`src/rtl/uart_pkg.sv`:
```
// Shared definitions for the UART receive front end.
//   rx_state_e  : receiver FSM states
//   OVERSAMPLE  : oversample ticks per serial bit
//   FIFO_DEPTH  : receive FIFO entries
//   calc_div    : clocks per oversample tick, truncated, never below 1
package uart_pkg;

  localparam int unsigned OVERSAMPLE = 16;
  localparam int unsigned FIFO_DEPTH = 4;

  typedef enum logic [1:0] {
    StIdle,
    StStart,
    StData,
    StStop
  } rx_state_e;

  function automatic int unsigned calc_div(input int unsigned clk_hz, input int unsigned baud);
    int unsigned div;
    div = clk_hz / (baud * OVERSAMPLE);
    return (div == 0) ? 1 : div;
  endfunction

endpackage

```
`src/rtl/baud_tick_gen.sv`:
```
// Free-running oversample tick generator.
//   clk   : system clock
//   reset : synchronous active-high reset
//   tick  : one-cycle pulse every CLK_HZ/(BAUD*16) clocks
// The counter is never realigned to the serial data; the receiver absorbs the
// phase error with its mid-bit sampling.
module baud_tick_gen
  import uart_pkg::*;
#(
  parameter int unsigned CLK_HZ = 50_000_000,
  parameter int unsigned BAUD   = 9600
) (
  input  logic clk,
  input  logic reset,
  output logic tick
);

  localparam int unsigned Div  = calc_div(CLK_HZ, BAUD);
  localparam int unsigned CntW = (Div > 1) ? $clog2(Div) : 1;
  localparam logic [CntW-1:0] DivLast = CntW'(Div - 1);

  logic [CntW-1:0] cnt_q, cnt_d;

  always_comb begin
    tick  = (cnt_q == DivLast);
    cnt_d = tick ? '0 : cnt_q + 1'b1;
  end

  always_ff @(posedge clk) begin
    if (reset) begin
      cnt_q <= '0;
    end else begin
      cnt_q <= cnt_d;
    end
  end

endmodule

```
`src/rtl/uart_rx_frontend.sv`:
```
// UART 8N1 receiver with a 4-entry first-word-fall-through FIFO.
//   clk           : system clock, all logic on its rising edge
//   reset         : synchronous active-high reset
//   uartRx        : asynchronous serial input, idle high, LSB first
//   rdEn          : pop strobe, ignored while empty
//   dataOut       : FIFO head byte, 0x00 while empty
//   dataAvailable : FIFO not empty
//   frameError    : one-cycle pulse when the stop bit is sampled low
//   overrun       : one-cycle pulse when a byte completes with the FIFO full
module uart_rx_frontend
  import uart_pkg::*;
#(
  parameter int unsigned CLK_HZ = 50_000_000,
  parameter int unsigned BAUD   = 9600
) (
  input  logic       clk,
  input  logic       reset,
  input  logic       uartRx,
  input  logic       rdEn,
  output logic [7:0] dataOut,
  output logic       dataAvailable,
  output logic       frameError,
  output logic       overrun
);

  localparam int unsigned PtrW = $clog2(FIFO_DEPTH);
  localparam logic [3:0] MidTick  = 4'(OVERSAMPLE / 2 - 1);
  localparam logic [3:0] LastTick = 4'(OVERSAMPLE - 1);
  localparam logic [2:0] FifoFull = 3'(FIFO_DEPTH);

  // Input synchronizer; idle-high reset so reset never looks like a start bit.
  logic rx_meta_q, rx_sync_q;

  always_ff @(posedge clk) begin
    if (reset) begin
      rx_meta_q <= 1'b1;
      rx_sync_q <= 1'b1;
    end else begin
      rx_meta_q <= uartRx;
      rx_sync_q <= rx_meta_q;
    end
  end

  logic tick;

  baud_tick_gen #(
    .CLK_HZ(CLK_HZ),
    .BAUD  (BAUD)
  ) u_tick (
    .clk  (clk),
    .reset(reset),
    .tick (tick)
  );

  // Receiver FSM
  rx_state_e  state_q, state_d;
  logic [3:0] tick_cnt_q, tick_cnt_d;
  logic [2:0] bit_cnt_q, bit_cnt_d;
  logic [7:0] shift_q, shift_d;
  logic       push;
  logic       frame_error_q, frame_error_d;

  always_comb begin
    state_d       = state_q;
    tick_cnt_d    = tick_cnt_q;
    bit_cnt_d     = bit_cnt_q;
    shift_d       = shift_q;
    push          = 1'b0;
    frame_error_d = 1'b0;

    case (state_q)
      StIdle: begin
        if (tick && !rx_sync_q) begin
          state_d    = StStart;
          tick_cnt_d = '0;
        end
      end

      // Confirm the start bit half a bit later; a high line there is a glitch.
      StStart: begin
        if (tick) begin
          if (tick_cnt_q == MidTick) begin
            tick_cnt_d = '0;
            if (!rx_sync_q) begin
              state_d   = StData;
              bit_cnt_d = '0;
            end else begin
              state_d = StIdle;
            end
          end else begin
            tick_cnt_d = tick_cnt_q + 4'd1;
          end
        end
      end

      // Sampling points now sit near the middle of each data bit.
      StData: begin
        if (tick) begin
          if (tick_cnt_q == LastTick) begin
            tick_cnt_d = '0;
            shift_d    = {rx_sync_q, shift_q[7:1]};
            bit_cnt_d  = bit_cnt_q + 3'd1;
            if (bit_cnt_q == 3'd7) begin
              state_d = StStop;
            end
          end else begin
            tick_cnt_d = tick_cnt_q + 4'd1;
          end
        end
      end

      StStop: begin
        if (tick) begin
          if (tick_cnt_q == LastTick) begin
            tick_cnt_d = '0;
            state_d    = StIdle;
            if (rx_sync_q) begin
              push = 1'b1;
            end else begin
              frame_error_d = 1'b1;
            end
          end else begin
            tick_cnt_d = tick_cnt_q + 4'd1;
          end
        end
      end

      default: state_d = StIdle;
    endcase
  end

  always_ff @(posedge clk) begin
    if (reset) begin
      state_q       <= StIdle;
      tick_cnt_q    <= '0;
      bit_cnt_q     <= '0;
      shift_q       <= '0;
      frame_error_q <= 1'b0;
    end else begin
      state_q       <= state_d;
      tick_cnt_q    <= tick_cnt_d;
      bit_cnt_q     <= bit_cnt_d;
      shift_q       <= shift_d;
      frame_error_q <= frame_error_d;
    end
  end

  // Receive FIFO
  logic [7:0]      mem_q [FIFO_DEPTH];
  logic [PtrW-1:0] wr_ptr_q, wr_ptr_d;
  logic [PtrW-1:0] rd_ptr_q, rd_ptr_d;
  logic [2:0]      count_q, count_d;
  logic            overrun_q, overrun_d;
  logic            pop, full, wr_en;

  always_comb begin
    pop   = rdEn && (count_q != 3'd0);
    full  = (count_q == FifoFull);
    // A simultaneous pop frees the slot, so a push at full still lands.
    wr_en     = push && (!full || pop);
    overrun_d = push && full && !pop;

    wr_ptr_d = wr_en ? wr_ptr_q + 1'b1 : wr_ptr_q;
    rd_ptr_d = pop ? rd_ptr_q + 1'b1 : rd_ptr_q;

    count_d = count_q;
    if (wr_en && !pop) begin
      count_d = count_q + 3'd1;
    end else if (pop && !wr_en) begin
      count_d = count_q - 3'd1;
    end
  end

  always_ff @(posedge clk) begin
    if (reset) begin
      wr_ptr_q  <= '0;
      rd_ptr_q  <= '0;
      count_q   <= '0;
      overrun_q <= 1'b0;
    end else begin
      wr_ptr_q  <= wr_ptr_d;
      rd_ptr_q  <= rd_ptr_d;
      count_q   <= count_d;
      overrun_q <= overrun_d;
    end
  end

  // Storage needs no reset; the head is masked while the FIFO is empty.
  always_ff @(posedge clk) begin
    if (wr_en) begin
      mem_q[wr_ptr_q] <= shift_q;
    end
  end

  always_comb begin
    dataAvailable = (count_q != 3'd0);
    dataOut       = dataAvailable ? mem_q[rd_ptr_q] : 8'h00;
    frameError    = frame_error_q;
    overrun       = overrun_q;
  end

endmodule
```
`config.mk`:
```
export PLATFORM = sky130hd
export DESIGN_NAME = uart_rx_frontend
export DESIGN_NICKNAME = d
export VERILOG_FILES = /design/src/rtl/uart_pkg.sv /design/src/rtl/baud_tick_gen.sv /design/src/rtl/uart_rx_frontend.sv
export SDC_FILE = /design/constraint.sdc
export NUM_CORES = 1
export LEC_CHECK = 0
export BUFFER_PORTS_ARGS = -buffer_cell sky130_fd_sc_hd__buf_2
export CAP_MARGIN = 15
export CORE_MARGIN = 2
export CORE_UTILIZATION = 65
export CTS_CLUSTER_DIAMETER = 40
export CTS_CLUSTER_SIZE = 8
export DETAILED_ROUTE_END_ITERATION = 7
export PLACE_DENSITY_LB_ADDON = 0.12
export SYNTH_ARGS = -nofsm -noshare
export SYNTH_HDL_FRONTEND = slang
export SYNTH_HIERARCHICAL = 1
export SYNTH_SLANG_ARGS = --single-unit
```
`constraint.sdc`:
```
create_clock -name clk -period 8.45 [get_ports clk]
set_input_delay 1.69 -clock clk [delete_from_list [all_inputs] [get_ports clk]]
set_output_delay 1.69 -clock clk [all_outputs]
set_load 0.03 [all_outputs]
```
==> impl_metrics.env <==
export IMPL_grt_overflow=0
export IMPL_die_y_um=72.4
export IMPL_cts_inserted_buffers=9
export IMPL_post_cts_resized=0
export IMPL_p_int_mw=0.525
export IMPL_max_stage_delay_ps=670
export IMPL_core_um2=4410
export IMPL_dp_hpwl_mm=3.31
export IMPL_power_density_nw_per_um2=198
export IMPL_setup_viol=0
export IMPL_critPathCaptureType="output port"
export IMPL_port_buffers=14
export IMPL_synth_edf_count=32
export IMPL_critPathTopFamily="flip-flops"
export IMPL_rsz0062_at_grt="no"
export IMPL_required_ps=6760
export IMPL_path_max_fanout=8
export IMPL_share_comb_of_total_power_pct=1.3
export IMPL_seq_power_share_pct=54.8
export IMPL_syn_area_per_cell_um2=12.1
export IMPL_fin_util_pct=75.1
export IMPL_dieArea_um2=5230
export IMPL_yosys_cell_types_count=47
export IMPL_postCtsSetupRepairBufs=0
export IMPL_grt_pass1_wl_mm=8.23
export IMPL_synthesis_nets=265
export IMPL_start_util_pct=68.8
export IMPL_fp_row_count=24
export IMPL_clock_tree_buffer_depth=2
export IMPL_grt_pass1_vias=1779
export IMPL_layout_nets=280
export IMPL_clockPowerShare_pct=44.0
export IMPL_path_class="flip-flop to output port"
export IMPL_cp_cell_sequence="mux4_2 > and2_1 > buf_2"
export IMPL_antennaDiodeCount=0
export IMPL_clkSinkCount=71
export IMPL_fillCellCount=276
export IMPL_final_common_cell="dfxtp_1"
export IMPL_synth_seq_cells=71
export IMPL_period_share_pct=42.7
export IMPL_antenna_found_initial=0
export IMPL_path_clk_slew_ps=70
export IMPL_drive_gt1_share_pct=20.0
export IMPL_ios=15
export IMPL_syn_instance_count=250
export IMPL_cts_tree="yes"
export IMPL_synth_ff_type="dfxtp_1"
export IMPL_grt_max_degree=32
export IMPL_place_gp_congestion=0.773
export IMPL_drt_vias_per_instance=5.77
export IMPL_cap_viol_max_count=0
export IMPL_vdd_drop_max_mv=0.131
export IMPL_final_cell_mix="dfxtp_1 (39), edfxtp_1 (32), nand2_1 (31), nor2_1 (17), a21oi_1 (17)"
export IMPL_seq_area_frac_synth_pct=57.4
export IMPL_cts_hold_buf=0
export IMPL_drtIter0Drc=152
export IMPL_htreeDepth=3
export IMPL_maxSlewViolCount=0
export IMPL_grt_util_all_layers_pct=21.1
export IMPL_ant_nets=0
export IMPL_avgRoutedWirePerCell_um=15.2
export IMPL_cp_start_kind="flip-flop"
export IMPL_p_sw_share_pct=19.9
export IMPL_relSlewSlack_pct=61.6
export IMPL_dieWidth_um=72.4
export IMPL_wl_mm=4.90
export IMPL_worstMarginPinSlew_ps=572
export IMPL_outcome="finished clean"
export IMPL_yosys_warnings=6
export IMPL_hold_class="flip-flop to flip-flop"
export IMPL_ys_async_sr_fraction_pct=0
export IMPL_ff_latch_area_um2=1740
export IMPL_setup_tns_final_ps=0
export IMPL_clk_insertion_delay_late_ps=340
export IMPL_vias=1859
export IMPL_min_period_ps=3600
export IMPL_drc=0
export IMPL_area_growth_syn_to_layout_pct=9.23
export IMPL_synth_area_um2=3040
export IMPL_arrival_ps=1910
export IMPL_clock_root_buffer="clkbuf_8"
export IMPL_fmax_mhz=277
export IMPL_crit_buf_inv=1
export IMPL_drt_pass1_iter_count=4
export IMPL_p_sw_mw=0.131
export IMPL_crit_slowest_cell="dfxtp_1"
export IMPL_multi_input_area_um2=1180
export IMPL_hold_violations=0
export IMPL_p_leak_nw=1.19
export IMPL_finClkSkew_ps=6.86
power by group through the flow:
stage                     clock, mW  sequential (mW)  combinational [mW]
after floorplan                   0            0.366             0.00624
after global placement            0            0.367             0.00795
after detailed placement          0            0.367             0.00812
after CTS                     0.293            0.359             0.00828
after global routing          0.307            0.359             0.00908
final                         0.288            0.359             0.00823
path summary, 6_finish.rpt:
| kind | startpoint | to | slack, ps | cells after the start |
|---|---|---|---|---|
| max reg2reg | u_tick/cnt_q[0]$_SDFF_PP0_ | count_q[2]$_SDFFE_PP0P_ | 5200 | 13 |
| min | rx_meta_q$_SDFF_PP1_ | rx_sync_q$_SDFF_PP1_ | 410 | 1 |
| max | flip-flop | dataOut[7] | 4850 | 3 |
| min reg2reg | rx_meta_q$_SDFF_PP1_ | rx_sync_q$_SDFF_PP1_ | 410 | 1 |
area by class of cell:
type | count | share of cell area, %
multi-input combinational | 159 | 35.6
tap | 52 | 1.96
inverter | 8 | 0.905
timing repair buffer | 16 | 2.57
clock buffer | 10 | 3.85
sequential | 71 | 52.5
clock inverter | 6 | 2.57
registers in the layout (all words and copies together) (netlist names), named ones only:
signal and flops:
bit_cnt_q 3, count_q 3, frameError 1, mem_q 32, overrun 1, rd_ptr_q 2
rx_meta_q 1, rx_sync_q 1, shift_q 8, state_q 1, tick_cnt_q 4, u_tick/cnt_q 9
wr_ptr_q 2
routing by layer:
layer	vias up	GRT usage (%)	wire, um
li1	924	-	-
met1	884	28.5	2310
met2	44	32.8	2310
met3	7	6.67	230
met4	0	6.50	57
met5	-	0	0
metrics by stage:
step	instances	instance area [um^2]	total power [mW]	setup WS (ps)	hold slack [ps]
5_1_grt	322	3320	0.675	4690	424
6_report	322	3320	0.656	4850	410
3_3_place_gp	306	3100	0.375	4930	394
3_5_place_dp	306	3100	0.375	4830	394
4_1_cts	322	3320	0.661	4800	411
2_1_floorplan	250	3040	0.373	5130	389
Yosys cell counts (2+ instances only):
cell / count / area [um^2]
xnor2_1: 2 / 17.5
nand3_1: 11 / 55.1
and2_1: 8 / 50.1
clkbuf_1: 4 / 15.0
nor2_1: 17 / 63.8
nand2_1: 31 / 116
dfxtp_1: 39 / 781
buf_6: 3 / 33.8
xor2_1: 6 / 52.6
o21ai_0: 5 / 25.0
buf_2: 3 / 15.0
edfxtp_1: 32 / 961
and2_2: 4 / 30.0
nand3_2: 2 / 20.0
or3_1: 6 / 37.5
ha_1: 10 / 125
or2_2: 2 / 12.5
inv_1: 8 / 30.0
nor3_1: 3 / 15.0
mux2i_1: 4 / 40.0
a21oi_1: 17 / 85.1
mux4_2: 8 / 180
kinds of logic (layout without fill, tap and decap cells):
group                      count (synthesis)  count (layout)  synth area share, %
xor gates and xnor gates                   8               8                 2.31
adders and majority gates                 11              11                 4.78
AOI/OAI and AO/OA                         31              31                 6.92
muxes                                     13              13                 7.75
and+or+nand+nor                           96              96                 17.2
buffers and inverters                     20              40                 3.71
DFF                                       71              71                 57.4
Note: power is estimated with default switching activity, not from simulation.
